===== src/rtl/uart_pkg.sv =====
// Shared types and frame helpers for the UART transmit path (and the future RX path).
package uart_pkg;

    typedef enum logic [2:0] {
        ST_IDLE,
        ST_START,
        ST_DATA,
        ST_PARITY,
        ST_STOP
    } uart_state_t;

    localparam int PAR_NONE = 0;
    localparam int PAR_ODD  = 1;
    localparam int PAR_EVEN = 2;

    // Line bits per frame: start + data + optional parity + stop.
    function automatic int frame_bits(input int data_bits, input int parity, input int stop_bits);
        return 1 + data_bits + ((parity != PAR_NONE) ? 1 : 0) + stop_bits;
    endfunction

endpackage


===== src/rtl/sync_fifo.sv =====
// Single-clock FIFO with first-word-visible read data; push is dropped when full,
// even if a pop happens on the same edge.
module sync_fifo #(
    parameter int WIDTH = 8,
    parameter int DEPTH = 16
) (
    input  logic                   clk,
    input  logic                   rst,
    input  logic                   push,
    input  logic                   pop,
    input  logic [WIDTH-1:0]       wdata,
    output logic [WIDTH-1:0]       rdata,
    output logic                   full,
    output logic                   empty,
    output logic [$clog2(DEPTH):0] count
);

    localparam int AW = $clog2(DEPTH);
    localparam logic [AW:0] DEPTH_C = (AW+1)'(DEPTH);

    logic [WIDTH-1:0] mem [DEPTH];
    logic [AW-1:0]    wr_ptr;
    logic [AW-1:0]    rd_ptr;
    logic             do_push;
    logic             do_pop;

    assign full    = (count == DEPTH_C);
    assign empty   = (count == '0);
    assign do_push = push && !full;
    assign do_pop  = pop && !empty;
    assign rdata   = mem[rd_ptr];

    // DEPTH is a power of two, so the pointers wrap naturally.
    always_ff @(posedge clk) begin
        if (rst) begin
            wr_ptr <= '0;
            rd_ptr <= '0;
            count  <= '0;
        end else begin
            if (do_push) wr_ptr <= wr_ptr + 1'b1;
            if (do_pop)  rd_ptr <= rd_ptr + 1'b1;
            case ({do_push, do_pop})
                2'b10:   count <= count + 1'b1;
                2'b01:   count <= count - 1'b1;
                default: count <= count;
            endcase
        end
    end

    always_ff @(posedge clk) begin
        if (do_push) mem[wr_ptr] <= wdata;
    end

endmodule


===== src/rtl/uart_tx_fifo.sv =====
// UART transmitter fed by a local FIFO; frames are sent back-to-back while data is queued.
module uart_tx_fifo
    import uart_pkg::*;
#(
    parameter int CLK_DIV    = 217,
    parameter int DATA_BITS  = 8,
    parameter int PARITY     = 0,
    parameter int STOP_BITS  = 1,
    parameter int FIFO_DEPTH = 16
) (
    input  logic                        clk,
    input  logic                        rst,
    input  logic                        i_e,
    output logic                        i_r,
    input  logic [DATA_BITS-1:0]        i_d,
    output logic [$clog2(FIFO_DEPTH):0] o_level,
    output logic                        o_busy,
    output logic                        tx
);

    localparam int          FRAME_BITS = frame_bits(DATA_BITS, PARITY, STOP_BITS);
    localparam logic [15:0] DIV_M1     = 16'(CLK_DIV - 1);
    localparam logic [3:0]  LAST_DATA  = 4'(DATA_BITS - 1);
    localparam logic [3:0]  LAST_STOP  = 4'(STOP_BITS - 1);

    if (CLK_DIV < 2 || CLK_DIV > 65535) begin : g_bad_div
        $error("uart_tx_fifo: CLK_DIV out of range");
    end
    if (FRAME_BITS < 7 || FRAME_BITS > 13 || DATA_BITS < 5 || DATA_BITS > 9) begin : g_bad_frame
        $error("uart_tx_fifo: illegal frame format");
    end
    if (PARITY > PAR_EVEN || STOP_BITS < 1 || STOP_BITS > 2) begin : g_bad_fmt
        $error("uart_tx_fifo: illegal parity or stop bits");
    end
    if (FIFO_DEPTH < 2 || (FIFO_DEPTH & (FIFO_DEPTH - 1)) != 0) begin : g_bad_depth
        $error("uart_tx_fifo: FIFO_DEPTH must be a power of two >= 2");
    end

    uart_state_t          state;
    logic [15:0]          timer;
    logic [3:0]           bit_cnt;
    logic [DATA_BITS-1:0] shreg;
    logic                 par_bit;
    logic [DATA_BITS-1:0] head;
    logic                 fifo_full;
    logic                 fifo_empty;
    logic                 bit_end;
    logic                 pop;

    function automatic logic par_of(input logic [DATA_BITS-1:0] d);
        return (PARITY == PAR_ODD) ? ~(^d) : ^d;
    endfunction

    sync_fifo #(
        .WIDTH (DATA_BITS),
        .DEPTH (FIFO_DEPTH)
    ) u_fifo (
        .clk   (clk),
        .rst   (rst),
        .push  (i_e),
        .pop   (pop),
        .wdata (i_d),
        .rdata (head),
        .full  (fifo_full),
        .empty (fifo_empty),
        .count (o_level)
    );

    assign i_r     = !fifo_full;
    assign bit_end = (timer == 16'd0);

    // A new frame loads either from idle or on the very edge the last stop bit ends,
    // which is what keeps queued frames gap-free.
    assign pop = !fifo_empty &&
                 ((state == ST_IDLE) ||
                  (state == ST_STOP && bit_end && bit_cnt == LAST_STOP));

    always_ff @(posedge clk) begin
        if (rst) begin
            state   <= ST_IDLE;
            o_busy  <= 1'b0;
            tx      <= 1'b1;
            timer   <= 16'd0;
            bit_cnt <= 4'd0;
            shreg   <= '0;
            par_bit <= 1'b0;
        end else if (pop) begin
            state   <= ST_START;
            o_busy  <= 1'b1;
            tx      <= 1'b0;
            timer   <= DIV_M1;
            bit_cnt <= 4'd0;
            shreg   <= head;
            par_bit <= par_of(head);
        end else if (state != ST_IDLE) begin
            if (!bit_end) begin
                timer <= timer - 16'd1;
            end else begin
                timer <= DIV_M1;
                case (state)
                    ST_START: begin
                        state   <= ST_DATA;
                        tx      <= shreg[0];
                        shreg   <= shreg >> 1;
                        bit_cnt <= 4'd0;
                    end
                    ST_DATA: begin
                        if (bit_cnt == LAST_DATA) begin
                            bit_cnt <= 4'd0;
                            if (PARITY != PAR_NONE) begin
                                state <= ST_PARITY;
                                tx    <= par_bit;
                            end else begin
                                state <= ST_STOP;
                                tx    <= 1'b1;
                            end
                        end else begin
                            bit_cnt <= bit_cnt + 4'd1;
                            tx      <= shreg[0];
                            shreg   <= shreg >> 1;
                        end
                    end
                    ST_PARITY: begin
                        state   <= ST_STOP;
                        tx      <= 1'b1;
                        bit_cnt <= 4'd0;
                    end
                    ST_STOP: begin
                        if (bit_cnt == LAST_STOP) begin
                            state   <= ST_IDLE;
                            o_busy  <= 1'b0;
                            tx      <= 1'b1;
                            bit_cnt <= 4'd0;
                        end else begin
                            bit_cnt <= bit_cnt + 4'd1;
                        end
                    end
                    default: begin
                        state  <= ST_IDLE;
                        o_busy <= 1'b0;
                        tx     <= 1'b1;
                    end
                endcase
            end
        end
    end

endmodule


===== config.mk =====
export PLATFORM = sky130hd
export DESIGN_NAME = uart_tx_fifo
export DESIGN_NICKNAME = d
export VERILOG_FILES = /design/src/rtl/uart_pkg.sv /design/src/rtl/sync_fifo.sv /design/src/rtl/uart_tx_fifo.sv
export SDC_FILE = /design/constraint.sdc
export NUM_CORES = 1
export LEC_CHECK = 0
export CORE_MARGIN = 5
export CORE_UTILIZATION = 40
export CTS_CLUSTER_SIZE = 8
export DETAILED_ROUTE_END_ITERATION = 8
export DONT_BUFFER_PORTS = 1
export PLACE_DENSITY = 0.63
export SLEW_MARGIN = 30
export SYNTH_ARGS = -nofsm -noshare
export SYNTH_HDL_FRONTEND = slang
export SYNTH_SLANG_ARGS = --single-unit

===== constraint.sdc =====
create_clock -name clk -period 3.1 [get_ports clk]
set_clock_uncertainty 0.05 [all_clocks]
set_input_delay 0.775 -clock clk [delete_from_list [all_inputs] [get_ports clk]]
set_output_delay 0.775 -clock clk [all_outputs]
set_load 0.01 [all_outputs]

# Yosys cells after proc, flatten, opt, wreduce, memory -nomap -nowiden
# Memories as Yosys holds them, arrays and structs flattened. A register that Yosys moved wholly into a read port is not among the register bits.
# Cells that the tools add are included.
# word_totals
register_bits,46
ramBits,128
input_bits,11
output_inout_bits,8
elab_cells,92
memories,1
# memory_table
name,depth,word_bits,rd,rd_ports_with_merged_regs,wr,line,source
u_fifo.mem,16,8,1,1,1,sync_fifo.sv:21,logic [WIDTH-1:0] mem [DEPTH];
# classes
add_sub_neg,6
eq_ne,14
muxes,33
n_reduce_logical,27
# ops
operator,count
8-bit 2-to-1 mux,6
16-bit logical NOT,1
16-bit 2-to-1 mux,1
4-bit 2-to-1 mux,4
8-bit one-hot mux with 2 select lines,1
4-bit AND reduction,4
16-bit by 1-bit subtractor with 16-bit output (second input constant),1
1-bit 2-to-1 mux,14
4-bit by 1-bit adder with 4-bit output (second input constant),3
3-bit one-hot mux with 4 select lines,1
4-bit one-hot mux with 3 select lines,1
5-bit one-hot mux with 2 select lines,1
3-bit nonzero test,3
3-bit by 2-bit equality test with 1-bit output (second input constant),2
3-bit 2-to-1 mux,2
3-bit by 2-bit inequality test with 1-bit output (second input constant),2
3-bit AND reduction,2
2-bit nonzero test,3
5-bit by 1-bit adder with 5-bit output (second input constant),1
5-bit equality test (second input constant),1
1-bit logical AND,5
5-bit logical NOT,1
5-bit by 1-bit subtractor with 5-bit output (second input constant),1
4-bit by 3-bit equality test with 1-bit output (second input constant),1
15 further kinds,18

# Longest topological paths before layout
# logic_depth
word_depth,8
ltp_mapped,14
ltp_nobuf,13

# Modules after synthesis
# From an unflattened synthesis, not the netlist that was laid out.
# hier_totals
cells_unflattened,519
area_unflattened_um2,7753.7
# by_module_without_submodules
module,n_inst,cells_each,area_per_inst_um2,seq_area_each_um2
sync_fifo,1,305,5974.5,4184.0
uart_tx_fifo,1,214,1779.2,660.6

# Least setup slack after synthesis
# Ideal clock, no wire load.
# synth_path
path_kind,register to register
from,register timer[0]
to,register u_fifo.count[4]
setup_time_ps,71
arrival_time_ps,2871
required_ps,2979
path_slack_ps,108
stages_incl_launch_ff,15
path_buffers,1
period_less_slack_ps,2992
cell_sequence,dfxtp_1 -> inv_1 -> ha_1 -> nor4b_1 -> nand4_1 -> a211o_1 -> inv_2 -> buf_6 -> ha_1 -> ha_1 -> a21o_1 -> a21oi_1 -> xor2_1 -> or3_1 -> a21oi_1
# synth_via
elab_chain_len,8
# synth_rtl
item,line,source
from (decl),uart_tx_fifo.sv:40,logic [15:0] timer;
from (signal assigned),uart_tx_fifo.sv:97,timer <= timer - 16'd1;
16-bit logical NOT (*),uart_tx_fifo.sv:70,assign bit_end = (timer == 16'd0);
1-bit logical AND (*) (2 in a row),uart_tx_fifo.sv:76,(state == ST_STOP && bit_end && bit_cnt == LAST_STOP));
1-bit logical OR (*),uart_tx_fifo.sv:75,((state == ST_IDLE) ||
1-bit logical AND (*),uart_tx_fifo.sv:74,assign pop = !fifo_empty &&
1-bit logical AND (*),sync_fifo.sv:30,assign do_pop = pop && !empty;
2-bit by 1-bit equality test with 1-bit output or 2-bit equality test (tied branches),sync_fifo.sv:42,"case ({do_push, do_pop})"
5-bit one-hot mux with 2 select lines or 2-bit nonzero test (tied branches),-,
to (signal assigned),sync_fifo.sv:43,2'b10: count <= count + 1'b1;
to (signal assigned),sync_fifo.sv:44,2'b01: count <= count - 1'b1;
to (signal assigned),sync_fifo.sv:45,default: count <= count;
to (decl),sync_fifo.sv:15,output logic [$clog2(DEPTH):0] count
# Mark *: on every way between the ends. The rest lies on a longest branch, timed or not.
# A chain may end at the register's enable or synchronous reset.

# Worst setup path after layout
# Same ends and word-level chain as after synthesis.

==> flow_summary.yaml <==
worst_setup_path:
  path_max_fanout: 5
  path_cells: "inv_1, ha_1, nor4b_2, nand4_1, a211o_1, inv_2, ha_4, ha_1, a21o_1, a21oi_1, xor2_1, or3_1, a21oi_1"
  worstSetupPathDepth: 13
  path_delay_family: "compound AO/OA/AOI/OAI gates"
  ff2ff_path_depth: 13
  cp_data_arrival_time_ns: 3.20
  crit_path_end_kind: "flip-flop"
  worstSetupPathType: "flip-flop to flip-flop"
  slowest_delay_ns: 0.36
  path_buf_inv: 2
  cp.required_ns: 3.41
  startpoint_type: "flip-flop"
  cp_slowest_cell: "a211o_1"
floorplanning:
  die-area_mm2: 0.02173
  floorplan.initialDensity_pct: 40.51
  pin_count: 19
  row_count: 50
  core_area_mm2: 0.01864
  fp.dieH_um: 147.4
  die_x_um: 147.4
logic_synthesis:
  ys_ff_latch: 178
  syn_area_per_cell_um2: 13.78
  syn_inst: 548
  synth_warnings: 0
  syn_area_mm2: 0.007552
  synth_flop_cell: "edfxtp_1"
  async_flop_share_pct: 0
  yosysSeqAreaShare_pct: 64.15
  synthDistinctLibCells: 59
  synth_edf_count: 128
  syn-num-nets: 573
finish:
  n_fill_cell: 1621
  multi_input_area_mm2: 0.002555
  regArea_mm2: 0.004846
  final_layout_size_suffix_gt1_share_pct: 18.04
  antenna_cells: 0
  final_common_cell: "edfxtp_1"
  area_growth_pct: 13.40
  finalNetCount: 594
  layout_common_cells: "edfxtp_1, nor2_1, dfxtp_1"
  final_cell_area_mm2: 0.008564
  final_core_util_pct: 45.94
route:
  ant_nets: 0
  wl_um: 15590
  firstDrtPassIters: 5
  drtIter0Drc: 430
  wl_per_cell_um: 19.10
  drc: 0
  vias: 4493
  viasPerCell: 5.506
sta:
  hold_violations: 0
  min_period_ns: 2.886
  slew_headroom_pct: 49.45
  finalSetupTns_ns: 0
  fin_crit_sh_pct: 93.11
  worst_pin_slew_ns: 0.7555
  whs_ns: 0.3684
  slew_viol_final: 0
  setup_slack_ns: 0.2137
  rsz0062_at_grt: "no"
  fmax_ghz: 0.3465
  setup_viol: 0
place:
  place_congestion: 0.8428
  place_ws_ns: 0.01558
  io_buffers: 0
  place_area_mm2: 0.007941
  hpwlAfterDp_um: 10530
global_routing:
  grt_pass1_vias: 4609
  grt-ovfl-total: 0
  antenna_found_initial: 0
  grt_usage_pct: 14.93
  grt_max_degree: 36
  grt_pass1_wl_um: 25070
clock_tree:
  postCtsSetupBuffers: 0
  clock_path_buffers: 2
  cts_made_buffers: 17
  cts_tree: "built"
  clock_sinks: 178
  hold_buffers: 0
  cts_root_buffer: "clkbuf_16"
  cts.htree.levels: 4
  clk_latency_ns: 0.43
  path_clk_slew_ns: 0.07
outcome:
  outcome: "completed"
worst_hold_path:
  holdPathStages: 1
  holdCritPathClass: "primary input to flip-flop"
power:
  p_leak_uw: 0.002863
  powerDensity_mw_per_mm2: 894.6
  peakVddDrop_uv: 441.8
job:
  max_cap_viol_count: 0
## stage by stage
step / total power, uW / cells
after floorplan: 4874 / 548
after global placement: 5404 / 784
after detailed placement: 5488 / 784
after CTS: 7669 / 816
after global routing: 8093 / 816
final: 7662 / 816
## flip-flops by register name, summed over array words and instances (netlist names), named ones only
name,flops
u_fifo.mem,128
timer,16
shreg,8
u_fifo.count,5
bit_cnt,4
u_fifo.rd_ptr,4
u_fifo.wr_ptr,4
state,3
o_busy,1
tx,1
## per-layer routing
metal | vias to the layer above | wire length, um | part of all wire, % | global-route usage, %
met4 | 0 | 219 | 1.4 | 5.126
met3 | 19 | 776 | 5.0 | 3.372
met5 | - | 0 | 0 | 0
li1 | 2118 | - | - | -
met2 | 110 | 7909 | 51 | 25.44
met1 | 2246 | 6681 | 43 | 18.90
## repair_timing
item	in CTS	in global routing
pin swaps	0	0
setup endpoints to repair	1	1
gates resized for setup	1	3
## path summary, 6_finish.rpt
kind / slack [ns] / to / start
min: 0.37 / shreg[0]$_SDFFE_PP0P_ / rst
max reg2reg: 0.21 / u_fifo.count[4]$_SDFFE_PP0P_ / timer[0]$_SDFFE_PP0P_
max: 0.21 / u_fifo.count[4]$_SDFFE_PP0P_ / timer[0]$_SDFFE_PP0P_
min reg2reg: 0.44 / shreg[7]$_SDFFE_PP0P_ / shreg[7]$_SDFFE_PP0P_
## cell type report
cell class,instances,share of cell area (%)
Timing Repair Buffer,29,2.688
Sequential cell,178,56.58
Clock inverter,14,1.987
Clock buffer,18,5.011
Multi-Input combinational cell,332,29.83
Tap cell,234,3.419
Inverter,11,0.4821
## report_power, final
| group | internal, uW | total, uW | switching (uW) |
|---|---|---|---|
| sequential | 2770 | 2950 | 182 |
| combinational | 1080 | 2530 | 1450 |
| clock | 1220 | 2180 | 964 |
| total | 5070 | 7660 | 2600 |
## logic make-up (layout without fill, tap and decap cells)
| logic type | Yosys count | count (layout) | share of synthesized area [%] |
|---|---|---|---|
| AOI/OAI and AO/OA | 86 | 86 | 8.002 |
| xor gates and xnor gates | 18 | 18 | 2.088 |
| adders and majority gates | 14 | 14 | 2.419 |
| buffers and inverters | 38 | 72 | 2.336 |
| DFF | 178 | 178 | 64.15 |
| muxes | 50 | 50 | 9.940 |
| and+or+nand+nor | 164 | 164 | 11.07 |
## Yosys cell counts, drive strengths merged (2+ instances only)
| cell | n | area [um2] |
|---|---|---|
| a211o | 2 | 17.52 |
| a211oi | 3 | 22.52 |
| a21boi | 2 | 15.02 |
| a21o | 2 | 15.01 |
| a21oi | 25 | 125.1 |
| a221o | 8 | 80.08 |
| a221oi | 4 | 35.03 |
| a22oi | 2 | 15.01 |
| a311oi | 6 | 83.83 |
| a31oi | 4 | 25.02 |
| and2 | 2 | 12.51 |
| buf | 13 | 82.58 |
| clkbuf | 14 | 52.55 |
| dfxtp | 50 | 1001 |
| edfxtp | 128 | 3844 |
| ha | 13 | 162.7 |
| inv | 10 | 37.53 |
| mux2 | 10 | 112.6 |
| mux2i | 21 | 210.2 |
| mux4 | 19 | 427.9 |
| nand2 | 28 | 105.1 |
| nand2b | 9 | 56.30 |
| nand3 | 11 | 55.05 |
| nand3b | 7 | 52.55 |
| nand4 | 4 | 25.02 |
| nand4b | 2 | 17.52 |
| nor2 | 64 | 242.7 |
| nor3 | 12 | 65.06 |
| nor3b | 7 | 52.55 |
| nor4 | 4 | 46.29 |
| nor4b | 2 | 17.52 |
| o21ai | 14 | 70.07 |
| o22ai | 10 | 62.56 |
| or3 | 5 | 31.28 |
| or4 | 3 | 26.27 |
| xnor2 | 9 | 78.83 |
| xor2 | 9 | 78.83 |
Power figures use the tool's default switching activity.
==> RTL change (same settings) <==
Change the parameter `FIFO_DEPTH` from 16 to 32.
--- a/src/rtl/uart_tx_fifo.sv
+++ b/src/rtl/uart_tx_fifo.sv
@@ -8,3 +8,3 @@
     parameter int STOP_BITS  = 1,
-    parameter int FIFO_DEPTH = 16
+    parameter int FIFO_DEPTH = 32
 ) (
Ports: changed (resized o_level); port bits go from 19 to 20. No check against the original RTL was run, so the function may have changed too.
==> RTL change against the original RTL <==
Setup slack worse by 0.056 ns. Area after synthesis grew 71%. Utilization is 0.74 points higher. Sequential cell count rose by 132. Total power rose by 63%. Routed wire length rose by 79%. Final area is 73% higher. Die area rose by 65%.
==> RTL change: results (changes against the original RTL) <==
| Metric | Value |
|---|---|
| Worst R2R Setup Slack | 0.16 ns (was 0.21 ns) |
| HP Class | in -> reg (unchanged) |
| Global-route wire length before repair | 42900 µm (was 25100 µm) |
| Static Leak | 0.00475 µW (was 0.00286 µW) |
| Gr usage total | 15.4% (was 14.9%) |
| Top delay family on crit path | compound AO/OA/AOI/OAI gates (unchanged) |
| Mean Syn Cell Area | 15.0 µm² (was 13.8 µm²) |
| Vias in the first global route | 7324 (was 4609) |
| Clock transition at path regs | 0.05 ns (was 0.07 ns) |
| H-tree levels | 2 (was 4) |
| Nets | 917 (was 594) |
| Top-area cell type share of the netlist area | 59.6% (was 50.9%) |
| Outcome | complete, no violations (unchanged) |
| Initial drt markers | 535 (was 430) |
| WHS Endpoint | u_fifo.count[2] (was shreg[0]) |
| Register area share after synthesis | 68.0% (was 64.1%) |
| HPWL after DPL | 17500 µm (was 10500 µm) |
| Reg-to-Reg Start | bit_cnt[0] (was timer[0]) |
| Vias per cell | 5.57 (was 5.51) |
| Root buf cell | clkbuf_16 (unchanged) |
| Largest regs | u_fifo.mem x256, timer x16, shreg x8 (was u_fifo.mem x128, timer x16, shreg x8) |
| WL final | 28000 µm (was 15600 µm) |
| Final GP Congestion | 0.782 (was 0.843) |
| Largest cells by area after synthesis | edfxtp_1 60%, dfxtp_1 8.4%, mux4_2 7.5%, mux2_2 3.8%, nor2_1 2.2% (was edfxtp_1 51%, dfxtp_1 13%, mux4_2 5.7%, nor2_1 3.1%, mux2i_1 2.8%) |
| TritonCTS Buffers | 44 (was 17) |
| Worst slew pin tran | 0.939 ns (was 0.755 ns) |
| Max clock buf depth | 3 (was 2) |
| Post-synth EDFFs | 256 (was 128) |
| R2R cell count | 15 (was 13) |
| Post-Place Cells | 1250 (was 784) |
| Worst skew pair latency | 0.54 ns (was 0.43 ns) |
| Worst endpoint data arrival time | 3.37 ns (was 3.20 ns) |
| Layout cells sized above 1 | 20.7% (was 18.0%) |
| Yosys cell types | 62 (was 59) |
| Post-Layout Cell Count | 1331 (was 816) |
| Critical path fanouts, max | 4 (was 5) |
| Largest net degree at the start of global routing | 42 (was 36) |
| Syn Nets | 886 (was 573) |
| Peak supply drop | 0.480 mV (was 0.442 mV) |
RTL change: kinds of logic (layout without fill, tap and decap cells):
kind of cell | Yosys count | in the layout | synth area share [%]
fa+ha+maj | 12 | 12 | 1.16
simple gates | 218 | 218 | 8.77
flops | 310 | 310 | 68.0
xor+xnor | 17 | 17 | 1.15
buf+inv | 80 | 146 | 2.50
compound gates | 136 | 136 | 6.89
mux | 90 | 90 | 11.6
RTL change: where the power goes:
part,leakage [µW],switching (µW),internal (µW)
clock network,0.000603,1720,2670
registers,0.00275,235,4730
logic,0.00140,1700,1430
RTL change: repair_timing:
item                                    CTS  global route
endpoints found under the setup margin    0             1
endpoints found under the hold margin     0             0
resized for setup                         0             6
RTL change: how the worst max path moves through the flow:
stage                                  to  slack, ns  cells after the start
after floorplan           u_fifo.count[4]       0.02                     17
after global placement    u_fifo.count[4]       0.17                     13
after detailed placement  u_fifo.count[4]       0.09                     15
after CTS                 u_fifo.count[4]       0.07                     15
after global routing      u_fifo.count[4]      -0.02                     15
final                     u_fifo.count[4]       0.16                     15
RTL change: stage by stage:
step / util [%] / setup TNS (ns) / area (µm²) / hold slack, ns / setup slack, ns
6_report: 46.7 / 0 / 14800 / 0.254 / 0.157
5_1_grt: 46.7 / -0.0221 / 14800 / 0.234 / -0.0221
4_1_cts: 46.6 / 0 / 14800 / 0.235 / 0.0702
3_5_place_dp: 42.5 / 0 / 13500 / 0.417 / 0.0923
3_3_place_gp: 42.5 / 0 / 13500 / 0.407 / 0.167
2_1_floorplan: - / 0 / 12900 / 0.403 / 0.0218
RTL change: per-layer routing:
| layer | vias up | part of all wire [%] | global-route usage [%] | wire length, µm |
|---|---|---|---|---|
| met1 | 3745 | 45 | 21.6 | 12600 |
| li1 | 3428 | - | - | - |
| met3 | 49 | 5.2 | 2.81 | 1450 |
| met5 | - | 0 | 0 | 0 |
| met2 | 191 | 48 | 24.8 | 13300 |
| met4 | 0 | 2.0 | 4.15 | 564 |
RTL change: cell type report:
| type | instances | area (µm²) | area share, % |
|---|---|---|---|
| Sequential cell | 310 | 8770 | 59.3 |
| Multi-Input combinational cell | 473 | 3870 | 26.1 |
| Clock buffer | 78 | 1230 | 8.30 |
| Tap cell | 402 | 503 | 3.40 |
| Timing Repair Buffer | 33 | 260 | 1.76 |
| Inverter | 32 | 123 | 0.828 |
| Clock inverter | 3 | 47.5 | 0.321 |
